`src/rtl/bbs_pkg.sv`:
```
// Shared definitions for the Blum Blum Shub stream generator.
//   - bbs_state_e : generator FSM encoding (IDLE, MUL, WB, HOLD)
//   - DEF_SIZE / DEF_MOD : default state width and Blum modulus (179*227)
//   - bitcnt_width() : width of a counter that must reach OUT_BITS
package bbs_pkg;

    typedef enum logic [1:0] {
        ST_IDLE = 2'd0,
        ST_MUL  = 2'd1,
        ST_WB   = 2'd2,
        ST_HOLD = 2'd3
    } bbs_state_e;

    localparam int unsigned DEF_SIZE = 16;
    localparam int unsigned DEF_MOD  = 40633;

    function automatic int unsigned bitcnt_width(input int unsigned out_bits);
        return $clog2(out_bits + 1);
    endfunction

endpackage

```
`src/rtl/mod_mul_serial.sv`:
```
// Bit-serial interleaved modular multiplier: result = a*b mod MOD.
// Ports:
//   clk, reset : clock, asynchronous active-high reset
//   start      : clears the accumulator and arms SIZE steps (b MSB first)
//   a, b       : operands, must stay stable until done
//   done       : high in the cycle the final step is applied
//   result     : accumulator; holds a*b mod MOD from the cycle after done
// Each step is acc = 2*acc mod MOD, then acc = acc + a mod MOD when b[i] is set;
// both reductions are one conditional subtract because acc and a are < MOD.
module mod_mul_serial
    import bbs_pkg::*;
#(
    parameter int unsigned SIZE = DEF_SIZE,
    parameter int unsigned MOD  = DEF_MOD
) (
    input  logic            clk,
    input  logic            reset,
    input  logic            start,
    input  logic [SIZE-1:0] a,
    input  logic [SIZE-1:0] b,
    output logic            done,
    output logic [SIZE-1:0] result
);

    localparam int unsigned IW    = (SIZE > 1) ? $clog2(SIZE) : 1;
    localparam logic [SIZE:0] MOD_W = (SIZE + 1)'(MOD);

    logic [SIZE-1:0] acc_q, acc_d;
    logic [IW-1:0]   idx_q, idx_d;
    logic            active_q, active_d;

    logic [SIZE:0]   dbl, sum;
    logic [SIZE-1:0] dbl_red, sum_red;

    always_comb begin
        dbl      = {acc_q, 1'b0};
        dbl_red  = SIZE'((dbl >= MOD_W) ? dbl - MOD_W : dbl);
        sum      = {1'b0, dbl_red} + {1'b0, a};
        sum_red  = SIZE'((sum >= MOD_W) ? sum - MOD_W : sum);

        acc_d    = acc_q;
        idx_d    = idx_q;
        active_d = active_q;

        if (start) begin
            acc_d    = '0;
            idx_d    = IW'(SIZE - 1);
            active_d = 1'b1;
        end else if (active_q) begin
            acc_d = b[idx_q] ? sum_red : dbl_red;
            if (idx_q == '0) begin
                active_d = 1'b0;
            end else begin
                idx_d = idx_q - 1'b1;
            end
        end
    end

    always_ff @(posedge clk or posedge reset) begin
        if (reset) begin
            acc_q    <= '0;
            idx_q    <= '0;
            active_q <= 1'b0;
        end else begin
            acc_q    <= acc_d;
            idx_q    <= idx_d;
            active_q <= active_d;
        end
    end

    assign done   = active_q && (idx_q == '0) && !start;
    assign result = acc_q;

endmodule

```
`src/rtl/bbs_stream_gen.sv`:
```
// Blum Blum Shub pseudo-random bit generator: x(n+1) = x(n)^2 mod MOD.
// Ports:
//   clk, reset : clock, asynchronous active-high reset
//   seed       : seed value, sampled with seed_load
//   seed_load  : load strobe, accepted in any state (aborts work in progress)
//   out_ready  : consumer accepts out_word (only meaningful in HOLD)
//   out_word   : OUT_BITS collected LSBs, first-generated bit in bit 0
//   out_valid  : out_word valid
//   busy       : iterating (MUL or WB)
//   seed_err   : one-cycle pulse when a seed reduces to 0 or 1
//   state_out  : current x(n)
module bbs_stream_gen
    import bbs_pkg::*;
#(
    parameter int unsigned SIZE     = DEF_SIZE,
    parameter int unsigned MOD      = DEF_MOD,
    parameter int unsigned OUT_BITS = 8
) (
    input  logic                clk,
    input  logic                reset,
    input  logic [SIZE-1:0]     seed,
    input  logic                seed_load,
    input  logic                out_ready,
    output logic [OUT_BITS-1:0] out_word,
    output logic                out_valid,
    output logic                busy,
    output logic                seed_err,
    output logic [SIZE-1:0]     state_out
);

    localparam int unsigned     CW    = bitcnt_width(OUT_BITS);
    localparam logic [SIZE-1:0] MOD_S = SIZE'(MOD);

    bbs_state_e          state_q, state_d;
    logic [SIZE-1:0]     x_q, x_d;
    logic [OUT_BITS-1:0] word_q, word_d;
    logic [CW-1:0]       bitcnt_q, bitcnt_d;
    logic                valid_q, valid_d;
    logic                err_q, err_d;

    logic [SIZE-1:0]     seed_red;
    logic                seed_ok;
    logic                mul_start, mul_done;
    logic [SIZE-1:0]     mul_result;

    // The modulus exceeds 2^(SIZE-1), so one subtract fully reduces any SIZE-bit seed.
    always_comb begin
        seed_red = (seed >= MOD_S) ? seed - MOD_S : seed;
        seed_ok  = seed_red > SIZE'(1);
    end

    mod_mul_serial #(
        .SIZE (SIZE),
        .MOD  (MOD)
    ) u_mul (
        .clk    (clk),
        .reset  (reset),
        .start  (mul_start),
        .a      (x_q),
        .b      (x_q),
        .done   (mul_done),
        .result (mul_result)
    );

    always_comb begin
        state_d   = state_q;
        x_d       = x_q;
        word_d    = word_q;
        bitcnt_d  = bitcnt_q;
        valid_d   = valid_q;
        err_d     = 1'b0;
        mul_start = 1'b0;

        if (seed_load) begin
            // Reseed takes priority over everything, including a same-cycle out_ready.
            bitcnt_d = '0;
            valid_d  = 1'b0;
            word_d   = '0;
            if (seed_ok) begin
                x_d       = seed_red;
                state_d   = ST_MUL;
                mul_start = 1'b1;
            end else begin
                err_d   = 1'b1;
                state_d = ST_IDLE;
            end
        end else begin
            unique case (state_q)
                ST_IDLE: ;
                ST_MUL: begin
                    if (mul_done) begin
                        state_d = ST_WB;
                    end
                end
                ST_WB: begin
                    x_d = mul_result;
                    for (int unsigned i = 0; i < OUT_BITS; i++) begin
                        if (bitcnt_q == CW'(i)) begin
                            word_d[i] = mul_result[0];
                        end
                    end
                    bitcnt_d = bitcnt_q + CW'(1);
                    if (bitcnt_d == CW'(OUT_BITS)) begin
                        state_d = ST_HOLD;
                        valid_d = 1'b1;
                    end else begin
                        state_d   = ST_MUL;
                        mul_start = 1'b1;
                    end
                end
                ST_HOLD: begin
                    if (out_ready) begin
                        valid_d   = 1'b0;
                        bitcnt_d  = '0;
                        state_d   = ST_MUL;
                        mul_start = 1'b1;
                    end
                end
                default: state_d = ST_IDLE;
            endcase
        end
    end

    always_ff @(posedge clk or posedge reset) begin
        if (reset) begin
            state_q  <= ST_IDLE;
            x_q      <= '0;
            word_q   <= '0;
            bitcnt_q <= '0;
            valid_q  <= 1'b0;
            err_q    <= 1'b0;
        end else begin
            state_q  <= state_d;
            x_q      <= x_d;
            word_q   <= word_d;
            bitcnt_q <= bitcnt_d;
            valid_q  <= valid_d;
            err_q    <= err_d;
        end
    end

    assign out_word  = word_q;
    assign out_valid = valid_q;
    assign busy      = (state_q == ST_MUL) || (state_q == ST_WB);
    assign seed_err  = err_q;
    assign state_out = x_q;

endmodule

```
`config.mk`:
```
export PLATFORM = sky130hd
export DESIGN_NAME = bbs_stream_gen
export DESIGN_NICKNAME = d
export VERILOG_FILES = /design/src/rtl/bbs_pkg.sv /design/src/rtl/mod_mul_serial.sv /design/src/rtl/bbs_stream_gen.sv
export SDC_FILE = /design/constraint.sdc
export NUM_CORES = 1
export LEC_CHECK = 0
export ABC_AREA = 1
export CORE_ASPECT_RATIO = 1.25
export CORE_MARGIN = 2
export CORE_UTILIZATION = 61
export CTS_CLUSTER_DIAMETER = 200
export DETAILED_ROUTE_END_ITERATION = 12
export GPL_ROUTABILITY_DRIVEN = 0
export GPL_TIMING_DRIVEN = 0
export PLACE_DENSITY = 0.83
export RECOVER_POWER = 25
export REMOVE_ABC_BUFFERS = 1
export SYNTH_ARGS = -nofsm -noshare
export SYNTH_HDL_FRONTEND = slang
export SYNTH_HIERARCHICAL = 1
export SYNTH_SLANG_ARGS = --single-unit
```
`constraint.sdc`:
```
create_clock -name clk -period 4.7 [get_ports clk]
set_input_delay 0.705 -clock clk [delete_from_list [all_inputs] [get_ports clk]]
set_output_delay 0.705 -clock clk [all_outputs]
set_load 0.05 [all_outputs]
```
Yosys cells after proc, flatten, opt, wreduce, memory -nomap -nowiden:

Cells that the tools add are included.

* add/sub/neg operators: 6
* multiply operators: 0
* div/mod/pow operators: 0
* order comparisons: 5
* eq/ne operators: 16
* shift-type cells: 0
* mux-type cells: 47
* bitwise operators: 0
* reduce and logical (&&, ||, !) cells: 31

Operators by type and width (number)
* 16-bit 2-to-1 mux: 9
* 16-bit subtractor (second input constant): 3
* 17-bit by 16-bit >= comparator with 1-bit output (second input constant): 2
* 1-bit 2-to-1 mux: 22
* 2-bit AND reduction: 11
* 4-bit 2-to-1 mux: 5
* 2-bit nonzero test: 10
* 16-bit by 16-bit adder with 17-bit output: 1
* 4-bit by 3-bit equality test with 1-bit output (second input constant): 4
* 16-bit >= comparator (second input constant): 1
* 16-bit by 1-bit > comparator with 1-bit output (second input constant): 1
* 8-bit 2-to-1 mux: 2
* 3-bit != test (second input constant): 3
* 4-bit by 2-bit equality test with 1-bit output (second input constant): 2
* 4-bit logical NOT: 2
* 2-bit 2-to-1 mux: 4
* 4-bit one-hot mux with 2 select lines: 1
* 2-bit one-hot mux with 3 select lines: 1
* 3-bit AND reduction: 2
* 4-bit by 5-bit < comparator with 1-bit output (second input constant): 1
* 4-bit by 1-bit adder with 4-bit output (second input constant): 1
* 1-bit binary-select mux with 4-bit select: 1
* 2-bit equality test (second input constant): 2
* 4-bit by 1-bit equality test with 1-bit output (second input constant): 1
* 10 further kinds: 13

* flip-flop bits (word level): 53
* bits in latches: 0
* memory bits (writable): 0
* bits in read-only memories: 0
* output and inout bits: 27
* logic and storage cells: 121
* memories kept: 0

Depth between registers and ports, before layout:

Gate-level depths: netlist (run 1).

* word-level depth: 10
* gate-level depth with buffers: 35

Hierarchy:

Netlist (run 1), hierarchy kept.

Modules (own cells, without submodules)
* mod_mul_serial: instances 1, cells each 579, area each 3410.8 um2
* bbs_stream_gen: instances 1, cells each 411, area each 2766.4 um2

Worst setup path before layout (run 1):

Ideal clock, no wire load.

* path type: reg2reg
* start point: reg u_mul.acc_q[0] (netlist: u_mul/result[0])
* end point: reg u_mul.acc_q[2] (netlist: u_mul/result[2])
* library setup time: 117 ps
* arrival time: 3667 ps
* required time: 4583 ps
* setup slack: 916 ps
* stages on the path, launching flop included: 33
* path buffers: 2
* clock period less this slack: 3784 ps
* path through: dfrtp_1 -> inv_1 -> ha_1 -> nor3_1 -> o21ai_0 -> nand2_1 -> nand2_1 -> nand2_1 -> nand2_1 -> nand2_1 -> buf_4 -> xor2_1 -> inv_1 -> fa_1 -> inv_1 -> nand3_2 -> nand3b_1 -> nand2_2 -> nor2_2 -> nand2_2 -> nand2_1 -> nand2_1 -> nand2_2 -> nand3_4 -> nand2_2 -> nand2_4 -> nand2_4 -> buf_12 -> nand2_2 -> nand2_1 -> nand2_1 -> nand2_1 -> nand2_1

* cells in the longest elaborated chain, start to end: 8
* elaborated cells on any way between the ends: 10

RTL lines
* start: declaration: RTL line mod_mul_serial.sv:28 `logic [SIZE-1:0] acc_q, acc_d;`
* start signal: assignment: RTL line mod_mul_serial.sv:61 `acc_q <= '0;`
* start signal: assignment: RTL line mod_mul_serial.sv:65 `acc_q <= acc_d;`
* 16-bit subtractor or 17-bit by 16-bit >= comparator with 1-bit output (tied branches): RTL line mod_mul_serial.sv:37 `dbl_red = SIZE'((dbl >= MOD_W) ? dbl - MOD_W : dbl);`
* 16-bit 2-to-1 mux (*): RTL line mod_mul_serial.sv:37
* 16-bit by 16-bit adder with 17-bit output: RTL line mod_mul_serial.sv:38 `sum = {1'b0, dbl_red} + {1'b0, a};`
* 16-bit subtractor or 17-bit by 16-bit >= comparator with 1-bit output (tied branches): RTL line mod_mul_serial.sv:39 `sum_red = SIZE'((sum >= MOD_W) ? sum - MOD_W : sum);`
* 16-bit 2-to-1 mux: RTL line mod_mul_serial.sv:39
* 16-bit 2-to-1 mux (*): RTL line mod_mul_serial.sv:50 `acc_d = b[idx_q] ? sum_red : dbl_red;`
* 16-bit 2-to-1 mux (*): RTL line mod_mul_serial.sv:49 `end else if (active_q) begin`
* 16-bit 2-to-1 mux (*): RTL line mod_mul_serial.sv:45 `if (start) begin`

Mark *: on every way between the ends. The rest lies on a longest branch, timed or not. The select of a mux whose other input is x is not followed.
A chain may end at the register's enable or synchronous reset.

Worst setup path in the final report (run 1):

* start point: reg u_mul.acc_q[0] (netlist: u_mul/result[0])
* end point: reg u_mul.acc_q[8] (netlist: u_mul/result[8])

Same word-level chain as after synthesis.

==> results of run 1 <==
==> worst max-delay path: cells and delay by family, from the launching register on <==
kind,cells,cell delay (ps)
fa+ha+maj,2,620
flops,1,450
compound gates,2,380
xor+xnor,1,220
buf+inv,4,430
simple gates,20,2150
==> routing by layer <==
layer	track usage (%)	up-vias
met4	12.3	0
met3	1.42	45
li1	-	3226
met2	54.9	167
met1	34.5	2865
met5	0	-
==> repair_timing <==
action | in CTS | in global routing
setup endpoints to repair | 15 | 18
hold buffers | 0 | 0
cloned | 0 | 2
resized for setup | 1 | 16
setup buffers | 2 | 2
pin swaps | 1 | 4
==> registers in the layout, summed over array words and instances, names as in the netlist <==
name,flops
state_out,16
u_mul/result,16
out_word,8
bitcnt_q,4
u_mul/idx_q,4
state_q,2
out_valid,1
seed_err,1
u_mul/active_q,1
==> power by group through the flow <==
stage | clock, W | sequential [W] | combinational, W
CTS | 0.000384 | 0.000739 | 0.00314
global placement | 0 | 0.000747 | 0.00306
floorplan | 0 | 0.000859 | 0.00231
global route | 0.000403 | 0.000759 | 0.00368
detailed placement | 0 | 0.000747 | 0.00310
finish | 0.000384 | 0.000743 | 0.00326
==> stage by stage <==
stage          TNS, ps  cells  hold slack, ps  utilization, %
2_1_floorplan        0    961             486               -
3_3_place_gp     -1550   1136             460            65.8
3_5_place_dp     -2270   1136             467            65.8
4_1_cts              0   1146             484            67.6
5_1_grt           -115   1151             499            68.5
6_report             0   1151             476            68.5
==> cell families (layout without fill, tap and decap cells) <==
family | after synthesis | in the layout
AOI/OAI and AO/OA | 96 | 96
adders and majority gates | 32 | 32
xor gates and xnor gates | 27 | 27
buffers and inverters | 159 | 189
DFF | 53 | 53
and+or+nand+nor | 623 | 625
==> final cells by class <==
class	instances	area [um2]	share of cell area (%)
Tap cell	129	161	2.36
Timing Repair Buffer	51	507	7.40
Clock inverter	3	26.3	0.383
Sequential cell	53	1330	19.4
Clock buffer	5	125	1.83
Multi-Input combinational cell	780	4220	61.5
Inverter	130	488	7.12
==> final timing paths <==
path / from / end / slack (ps) / cells past startpoint
min reg2reg: out_word[3]$_DFFE_PP0P_ / out_word[3]$_DFFE_PP0P_ / 480 / 2
min: out_word[3]$_DFFE_PP0P_ / out_word[3]$_DFFE_PP0P_ / 480 / 2
max: u_mul/result[0]$_DFFE_PP0P_ / u_mul/result[8]$_DFFE_PP0P_ / 350 / 29
max in group asynchronous: reset / state_out[0]$_DFFE_PP0P_ / 2480 / 3
min in group asynchronous: reset / out_word[2]$_DFFE_PP0P_ / 820 / 2
max reg2reg: u_mul/result[0]$_DFFE_PP0P_ / u_mul/result[8]$_DFFE_PP0P_ / 350 / 29
==> placed cells by master (no fill, tap or decap), types with 20 or more instances in the layout <==
cell                              instances
sky130_fd_sc_hd__nand4_1                 22
sky130_fd_sc_hd__clkdlybuf4s50_1         45
sky130_fd_sc_hd__a21oi_1                 43
sky130_fd_sc_hd__nand3_2                 20
sky130_fd_sc_hd__nand2_2                 44
sky130_fd_sc_hd__xor2_1                  23
sky130_fd_sc_hd__ha_1                    30
sky130_fd_sc_hd__nand3_1                 92
sky130_fd_sc_hd__nor2_1                  57
sky130_fd_sc_hd__dfrtp_1                 52
sky130_fd_sc_hd__nand2_1                343
sky130_fd_sc_hd__inv_1                  118
sky130_fd_sc_hd__o21ai_0                 27
==> flow_summary_export.csv, run 1 <==
group,metric,value,unit
timing,timing_worst_slew_pin_value,1190,ps
drt,wl,15700,um
clocking,cts.sinks,53,
global_routing,first_global_vias,5659,
die,core_region_area,10000,um2
drt,dr_wl_met3,461,um
synth,share_of_synthesized_cell_area_in_full_adder_half_adder_and_majority_cells,6.60,%
clocking,cts.root.buffer_cell,"sky130_fd_sc_hd__clkbuf_16",
finish,fillers,948,
global_routing,aggregate_global_routing_overflow,0,
clocking,cts-htree-levels,2,
pwr,p_leak,3.67,nW
timing,timing.final.max_slew_violations,0,
drt,initialDrtViolationCount,462,
outcome,outcome,"completed",
die,die-area,11000,um2
setup_path,critPathLaunchType,"flop",
setup_path,critPathMaxStageDelay,450,ps
pwr,power.internal,0.00188,W
clocking,cts_made_buffers,5,
setup_path,worst-endpoint-required,4890,ps
synth,synth_cell_type_count,46,
synth,synth-xor-area-share,3.95,%
die,die_w,94.0,um
place,dp_hpwl,12200,um
synth,synth_edf_count,0,
global_routing,global_route_wire_length_before_repair,25900,um
timing,final_critical_delay_including_setup_and_external_delays,4350,ps
synth,synth_compound_area_share,8.93,%
setup_path,worst-path-max-fanout,13,
timing,post-route-worst-setup-slack,347,ps
global_routing,grt_start_max_net_pins,33,
place,pre_cts_slack,-178,ps
place,placement.cell_area,6580,um2
drt,count_of_nets_left_with_antenna_violations_after_detail_routing,0,
job,maximum_capacitance_violations,0,
timing,fin_skew,6.83,ps
synth,postSynth.asyncResetShare,100,%
synth,syn_avg_cell_area,6.24,um2
pwr,design_power_total,0.00439,W
clocking,cts_tree,"yes",
drt,post-route-drc-count,0,
global_routing,antenna_violations_before_repair,0,
pwr,p_sw_share,57.2,%
timing,timing.final.crit_share,92.6,%
synth,synth-seq-area-share,21.5,%
timing,timing.max_slew.rel_slack,20.5,%
place,numPortBuffers,46,
synth,post_synth_instance_area,6180,um2
setup_path,crit_slowest_cell,"sky130_fd_sc_hd__dfrtp_2",
synth,synth_top_family_by_area,"simple AND/OR/NAND/NOR gates",
die,design.portCount,47,
synth,synth_largest_type_area_fraction,21.5,%
drt,detailedRoute.firstPassIterationCount,5,
synth,yosys_register_bits,53,
setup_path,worstSetupEndpointType,"flop",
timing,setup_viol,0,
pwr,power.combinational.fraction,74.3,%
finish,num_antenna_cells,0,
finish,finish.net_count,1073,
synth,post_synth_and_or_nand_nor_area_fraction,47.6,%
die,die_y,117,um
drt,vias_per_cell,5.48,
synth,synth.largest_area_cell,"sky130_fd_sc_hd__dfrtp_1",
die,floorplan.rows,41,
drt,routedWlPerCell,13.6,um
pwr,seq_power_share,16.9,%
die,initial_core_util,61.8,%
clocking,clk-insertion-delay-late,300,ps
synth,netlist_instances,990,
setup_path,most_frequent_cell_on_the_critical_path,"sky130_fd_sc_hd__nand2_1",
synth,muxShareOfSynthArea,0,%
drt,routedLengthMet1,6440,um
synth,synth.area.top_cells,"sky130_fd_sc_hd__dfrtp_1 21%, sky130_fd_sc_hd__nand2_1 21%, sky130_fd_sc_hd__nand3_1 7.5%",
synth,post-synth-top-count-cell,"sky130_fd_sc_hd__nand2_1",
finish,layout-area-overhead-vs-synth,10.9,%
synth,synth_commonest_cells,"349 x sky130_fd_sc_hd__nand2_1, 120 x sky130_fd_sc_hd__inv_1, 93 x sky130_fd_sc_hd__nand3_1",
clocking,clk_pin_slew_worst_paths,80,ps
pwr,power_per_cell_area,641,nW/um2
setup_path,crit_type,"reg -> reg",
timing,report.final.hold_viol_count,0,
drt,routed-via-count,6303,
timing,highest_clock_frequency_the_design_can_meet,230,MHz
pwr,maximum_vdd_drop,0.350,mV
synth,synth_warnings,6,
finish,layout-drive-gt1-share,12.6,%
pwr,power.share.clock,8.8,%
pwr,switching_power,0.00251,W
synth,synthFlopType,"sky130_fd_sc_hd__dfrtp_1",
clocking,clockBufferDepth,2,
setup_path,worst-endpoint-arrival,4550,ps
finish,post-route-cell-area,6850,um2
min_path,min_delay_path_class,"reg -> reg",
drt,highest-signal-layer,"met4",
global_routing,gr-usage-all-layers,29.2,%
drt,met2RoutedLength,8190,um
Note: power is estimated with default switching activity, not from simulation.
==> run 2: changes to the inputs <==
--- a/config.mk
+++ b/config.mk
@@ -8,12 +8,12 @@
 export ABC_AREA = 1
 export CORE_ASPECT_RATIO = 1.25
 export CORE_MARGIN = 2
-export CORE_UTILIZATION = 61
+export CORE_UTILIZATION = 65
 export CTS_CLUSTER_DIAMETER = 200
 export DETAILED_ROUTE_END_ITERATION = 12
 export GPL_ROUTABILITY_DRIVEN = 0
 export GPL_TIMING_DRIVEN = 0
-export PLACE_DENSITY = 0.83
+export PLACE_DENSITY = 0.87
 export RECOVER_POWER = 25
 export REMOVE_ABC_BUFFERS = 1
 export SYNTH_ARGS = -nofsm -noshare
==> constraint.sdc (replaced) <==
create_clock -name clk -period 5.2 [get_ports clk]
set_input_delay 0.78 -clock clk [delete_from_list [all_inputs] [get_ports clk]]
set_output_delay 0.78 -clock clk [all_outputs]
set_load 0.05 [all_outputs]
==> flow_summary_export.csv, run 2 (same netlist as run 1, synthesis figures left out) <==
group,metric,value,unit
outcome,outcome,"completed",
timing,post-route-worst-setup-slack,403,ps
setup_path,worstSetupEndpointType,"flop",
pwr,power_per_cell_area,585,nW/um2
clocking,hold_buffers,0,
finish,num_antenna_cells,0,
clocking,clk_pin_slew_worst_paths,70,ps
global_routing,gr-usage-all-layers,30.5,%
global_routing,grt_start_max_net_pins,33,
setup_path,worst-endpoint-arrival,4990,ps
global_routing,aggregate_global_routing_overflow,0,
drt,count_of_nets_left_with_antenna_violations_after_detail_routing,0,
die,die-area,10300,um2
drt,routedWlPerCell,13.7,um
timing,final_critical_delay_including_setup_and_external_delays,4800,ps
die,core_region_area,9170,um2
timing,timing_worst_slew_pin_value,1100,ps
finish,finish.net_count,1067,
drt,initialDrtViolationCount,374,
setup_path,crit_type,"reg -> reg",
clocking,clockBufferDepth,2,
setup_path,critPathMaxStageDelay,450,ps
drt,routed-via-count,6315,
place,numPortBuffers,46,
die,floorplan.rows,39,
timing,highest_clock_frequency_the_design_can_meet,208,MHz
timing,timing.final.crit_share,92.2,%
setup_path,critPathLaunchType,"flop",
die,die_w,91.2,um
setup_path,most_frequent_cell_on_the_critical_path,"sky130_fd_sc_hd__nand2_1",
die,initial_core_util,67.3,%
setup_path,timing.reg2reg.worst_path_depth,30,
setup_path,worst-endpoint-required,5390,ps
min_path,hold_path_startpoint,"out_word[6]$_DFFE_PP0P_",
die,die_y,113,um
clocking,cts_tree,"yes",
pwr,p_leak,3.66,nW
clocking,cts.root.buffer_cell,"sky130_fd_sc_hd__clkbuf_16",
drt,detailedRoute.firstPassIterationCount,5,
drt,post-route-drc-count,0,
die,design.portCount,47,
timing,report.final.hold_viol_count,0,
drt,vias_per_cell,5.54,
place,dpl.cell_count,1130,
clocking,post_cts_resize_count,0,
clocking,cts-htree-levels,2,
clocking,cts_made_buffers,5,
timing,fin_skew,9.93,ps
setup_path,critical_r2r_launch,"u_mul/result[0]$_DFFE_PP0P_",
min_path,hold_path_depth,2,
min_path,worst_hold_path.endpoint,"out_word[6]$_DFFE_PP0P_",
pwr,maximum_vdd_drop,0.310,mV
job,maximum_capacitance_violations,0,
finish,layout-area-overhead-vs-synth,9.66,%
setup_path,crit_slowest_cell,"sky130_fd_sc_hd__dfrtp_1",
global_routing,global_route_wire_length_before_repair,26200,um
timing,timing.max_slew.rel_slack,26.6,%
setup_path,worst-path-max-fanout,16,
global_routing,first_global_vias,5736,
finish,layout-drive-gt1-share,11.0,%
setup_path,worstReg2RegEnd,"u_mul/result[1]$_DFFE_PP0P_",
clocking,cts.repair_timing.setup_buffer_count,0,
finish,most-common-layout-cells,"348 x sky130_fd_sc_hd__nand2_1, 119 x sky130_fd_sc_hd__inv_1, 93 x sky130_fd_sc_hd__nand3_1",
finish,layout_commonest_cell,"sky130_fd_sc_hd__nand2_1",
place,dp_hpwl,12300,um
timing,setup_viol,0,
finish,final_cell_count_without_fillers,1139,
global_routing,antenna_violations_before_repair,0,
clocking,clk-insertion-delay-late,300,ps
timing,timing.final.max_slew_violations,0,
drt,wl,15600,um
min_path,min_delay_path_class,"reg -> reg",
place,pre_cts_slack,274,ps
clocking,cts.sinks,53,
setup_path,r2r_setup_slack,400,ps
run 2: cell types whose count changed in the layout (fill, tap and decap cells not counted), moves of 2 or more:
cell / previous run / this run
sky130_fd_sc_hd__nand2_1: 343 / 348
sky130_fd_sc_hd__nand2_2: 44 / 40
sky130_fd_sc_hd__clkinvlp_4: 2 / 0
sky130_fd_sc_hd__nand2_4: 10 / 8
sky130_fd_sc_hd__buf_4: 3 / 0
sky130_fd_sc_hd__bufinv_16: 0 / 2
run 2: per-stage QoR:
step	TNS, ps	instance area (um2)	util (%)	power, W	hold WS (ps)
2_1_floorplan	0	5960	-	0.00286	486
3_3_place_gp	0	6570	71.7	0.00343	462
3_5_place_dp	0	6570	71.7	0.00349	469
4_1_cts	0	6770	73.8	0.00393	486
5_1_grt	-10.7	6770	73.8	0.00433	505
6_report	0	6770	73.8	0.00396	482
run 2: layout make-up:
type	instances	area [um2]
fillers	810	2400
repair buffers	47	464
well taps	123	154
clock buffers	5	125
clock inverters	3	68.8
multi-input cells	778	4150
flip-flops and latches	53	1330
inverters	130	488
run 2: worst max path at each step:
stage                                startpoint                          end  slack [ps]  cells after the start
finish              u_mul/result[0]$_DFFE_PP0P_  u_mul/result[1]$_DFFE_PP0P_         400                     30
global route        u_mul/result[0]$_DFFE_PP0P_  u_mul/result[4]$_DFFE_PP0P_          -6                     31
CTS                 u_mul/result[0]$_DFFE_PP0P_  u_mul/result[1]$_DFFE_PP0P_         280                     30
detailed placement                      seed[0]       state_q[0]$_DFFE_PP0P_         270                     23
global placement                        seed[0]       state_q[0]$_DFFE_PP0P_         330                     23
floorplan           u_mul/result[0]$_DFFE_PP0P_  u_mul/result[0]$_DFFE_PP0P_        1350                     27
run 2: metal layers:
metal	part of all wire (%)	vias up	track usage, %
li1	-	3200	-
met2	52	203	57.3
met4	3.8	0	13.6
met3	4.2	47	2.33
met1	40	2865	35.2
met5	0	-	0
run 2: worst max-delay path, delay by kind of cell (launching register included):
kind,cells,cell delay (ps)
DFF,1,450
and+or+nand+nor,24,3110
buffers and inverters,2,170
adders and majority gates,2,590
AOI/OAI and AO/OA,1,140
xor gates and xnor gates,1,230
run 2: report_power, final:
group,switching (W),internal [W]
combinational,0.00190,0.000955
clock,0.000153,0.000278
sequential,0.000157,0.000516
total,0.00221,0.00175
==> run 3: changes to the inputs <==
--- a/config.mk
+++ b/config.mk
@@ -8,12 +8,11 @@
 export ABC_AREA = 1
 export CORE_ASPECT_RATIO = 1.25
 export CORE_MARGIN = 2
-export CORE_UTILIZATION = 65
+export CORE_UTILIZATION = 39
 export CTS_CLUSTER_DIAMETER = 200
 export DETAILED_ROUTE_END_ITERATION = 12
 export GPL_ROUTABILITY_DRIVEN = 0
 export GPL_TIMING_DRIVEN = 0
-export PLACE_DENSITY = 0.87
 export RECOVER_POWER = 25
 export REMOVE_ABC_BUFFERS = 1
 export SYNTH_ARGS = -nofsm -noshare
==> flow_summary_export.csv, run 3 (same netlist as run 1, synthesis figures left out) <==
group,metric,value,unit
outcome,outcome,"completed",
setup_path,critPathLaunchType,"primary input",
setup_path,r2r_setup_slack,550,ps
timing,highest_clock_frequency_the_design_can_meet,210,MHz
global_routing,grt_start_max_net_pins,33,
pwr,maximum_vdd_drop,0.278,mV
die,floorplan.rows,51,
clocking,cts_made_buffers,5,
setup_path,critical_r2r_launch,"u_mul/result[0]$_DFFE_PP0P_",
min_path,hold_path_startpoint,"out_word[5]$_DFFE_PP0P_",
clocking,cts.sinks,53,
clocking,clk-insertion-delay-late,300,ps
timing,setup_total_negative_slack,0,ps
job,maximum_capacitance_violations,0,
finish,total_area_of_sequential_cells,1330,um2
timing,timing_worst_slew_pin_value,1150,ps
global_routing,antenna_violations_before_repair,0,
global_routing,aggregate_global_routing_overflow,0,
drt,count_of_nets_left_with_antenna_violations_after_detail_routing,0,
finish,layout-area-overhead-vs-synth,11.6,%
place,numPortBuffers,46,
timing,report.final.hold_viol_count,0,
finish,fillers,1750,
clocking,clk_pin_slew_worst_paths,80,ps
clocking,clockBufferDepth,2,
pwr,p_leak,3.67,nW
drt,vias_per_cell,4.87,
finish,layout_commonest_cell,"sky130_fd_sc_hd__nand2_1",
timing,grt_setup_unrepaired,"no",
clocking,hold_buffers,0,
drt,post-route-drc-count,0,
timing,timing.final.crit_share,91.4,%
setup_path,worst-path-max-fanout,17,
timing,final_critical_delay_including_setup_and_external_delays,4750,ps
die,die_w,117,um
global_routing,global_route_wire_length_before_repair,27200,um
die,die-area,16900,um2
min_path,min_delay_path_class,"reg -> reg",
clocking,cts_tree,"yes",
timing,timing.max_slew.rel_slack,23.6,%
setup_path,worst-endpoint-required,5430,ps
timing,fin_skew,14.3,ps
die,die_y,145,um
global_routing,first_global_vias,5605,
min_path,hold_path_depth,2,
clocking,cts.root.buffer_cell,"sky130_fd_sc_hd__clkbuf_16",
finish,num_antenna_cells,0,
finish,final_cell_count_without_fillers,1230,
timing,timing.final.max_slew_violations,0,
finish,post-route-cell-area,6890,um2
setup_path,timing.reg2reg.worst_path_depth,30,
place,dp_hpwl,13400,um
die,core_region_area,15600,um2
setup_path,worstReg2RegEnd,"u_mul/result[3]$_DFFE_PP0P_",
finish,finish.net_count,1069,
place,dpl.cell_count,1219,
die,design.portCount,47,
drt,detailedRoute.firstPassIterationCount,5,
drt,routedWlPerCell,13.2,um
die,initial_core_util,39.7,%
timing,setup_viol,0,
drt,initialDrtViolationCount,319,
min_path,worst_hold_path.endpoint,"out_word[5]$_DFFE_PP0P_",
place,placement.cell_area,6690,um2
setup_path,worst-endpoint-arrival,4980,ps
finish,layout-drive-gt1-share,11.2,%
global_routing,gr-usage-all-layers,20.0,%
finish,multiInputGateArea,4150,um2
pwr,power_per_cell_area,572,nW/um2
drt,routed-via-count,5994,
setup_path,worstSetupEndpointType,"flop",
finish,most-common-layout-cells,"348 x sky130_fd_sc_hd__nand2_1, 119 x sky130_fd_sc_hd__inv_1, 93 x sky130_fd_sc_hd__nand3_1",
drt,wl,16300,um
clocking,cts-htree-levels,2,
setup_path,crit_type,"in -> reg",
-- run 3: critical path: stages --
cell and delay, ps:
sky130_fd_sc_hd__clkdlybuf4s50_1 420, sky130_fd_sc_hd__inv_1 140, sky130_fd_sc_hd__ha_1 250, sky130_fd_sc_hd__a21oi_4 110
sky130_fd_sc_hd__nand2_4 80, sky130_fd_sc_hd__nand2_4 50, sky130_fd_sc_hd__nand2_4 150, sky130_fd_sc_hd__nand3_4 230
sky130_fd_sc_hd__a21boi_0 630, sky130_fd_sc_hd__nor2_2 60, sky130_fd_sc_hd__nand2_2 100, sky130_fd_sc_hd__nor2_4 40
sky130_fd_sc_hd__nand3_4 160, sky130_fd_sc_hd__inv_1 100, sky130_fd_sc_hd__a21oi_1 360, sky130_fd_sc_hd__inv_1 160
sky130_fd_sc_hd__nand2_1 420, sky130_fd_sc_hd__nor2_1 150, sky130_fd_sc_hd__o21ai_0 190, sky130_fd_sc_hd__a21oi_1 80
sky130_fd_sc_hd__nor2_1 130, sky130_fd_sc_hd__nand2_1 80, sky130_fd_sc_hd__o211ai_1 90
-- run 3: area by class of cell --
| class | count | area share, % |
|---|---|---|
| clock buffers | 5 | 1.81 |
| clock inverters | 3 | 0.726 |
| inverters | 130 | 7.08 |
| multi-input cells | 778 | 60.2 |
| flip-flops and latches | 53 | 19.2 |
| well taps | 212 | 3.85 |
| repair buffers | 49 | 7.13 |
-- run 3: how the worst max path moves through the flow --
stage	slack, ps	start	depth (start not counted)	endpoint
finish	450	seed[0]	23	state_q[0]$_DFFE_PP0P_
global route	30	u_mul/result[0]$_DFFE_PP0P_	30	u_mul/result[7]$_DFFE_PP0P_
CTS	240	u_mul/result[0]$_DFFE_PP0P_	30	u_mul/result[1]$_DFFE_PP0P_
detailed placement	100	seed[0]	23	state_q[0]$_DFFE_PP0P_
global placement	120	seed[0]	23	state_q[0]$_DFFE_PP0P_
floorplan	1350	u_mul/result[0]$_DFFE_PP0P_	27	u_mul/result[0]$_DFFE_PP0P_
-- run 3: through the flow --
| stage | total power (W) | setup WS (ps) | util (%) | hold slack (ps) |
|---|---|---|---|---|
| floorplan | 0.00286 | 1350 | - | 486 |
| global placement | 0.00351 | 120 | 42.9 | 464 |
| detailed placement | 0.00353 | 97.6 | 42.9 | 460 |
| CTS | 0.00394 | 237 | 44.1 | 478 |
| global route | 0.00436 | 30.0 | 44.3 | 509 |
| finish | 0.00394 | 445 | 44.3 | 472 |
-- run 3: per-layer routing --
metal  track usage (%)  routed length, um
met1              25.0               7260
met2              36.7               8230
met3              1.12                349
met4              6.63                444
met5                 0                  0
-- run 3: timing repair --
action                     CTS  global route
resized for setup            0             1
hold endpoints to repair     0             0
setup endpoints to repair    0            15
setup buffers                0             2
-- run 3: where the power goes --
part	switching, W	internal [W]	total, W
Sequential	0.000160	0.000516	0.000676
Combinational	0.00190	0.000970	0.00287
Clock	0.000161	0.000232	0.000393
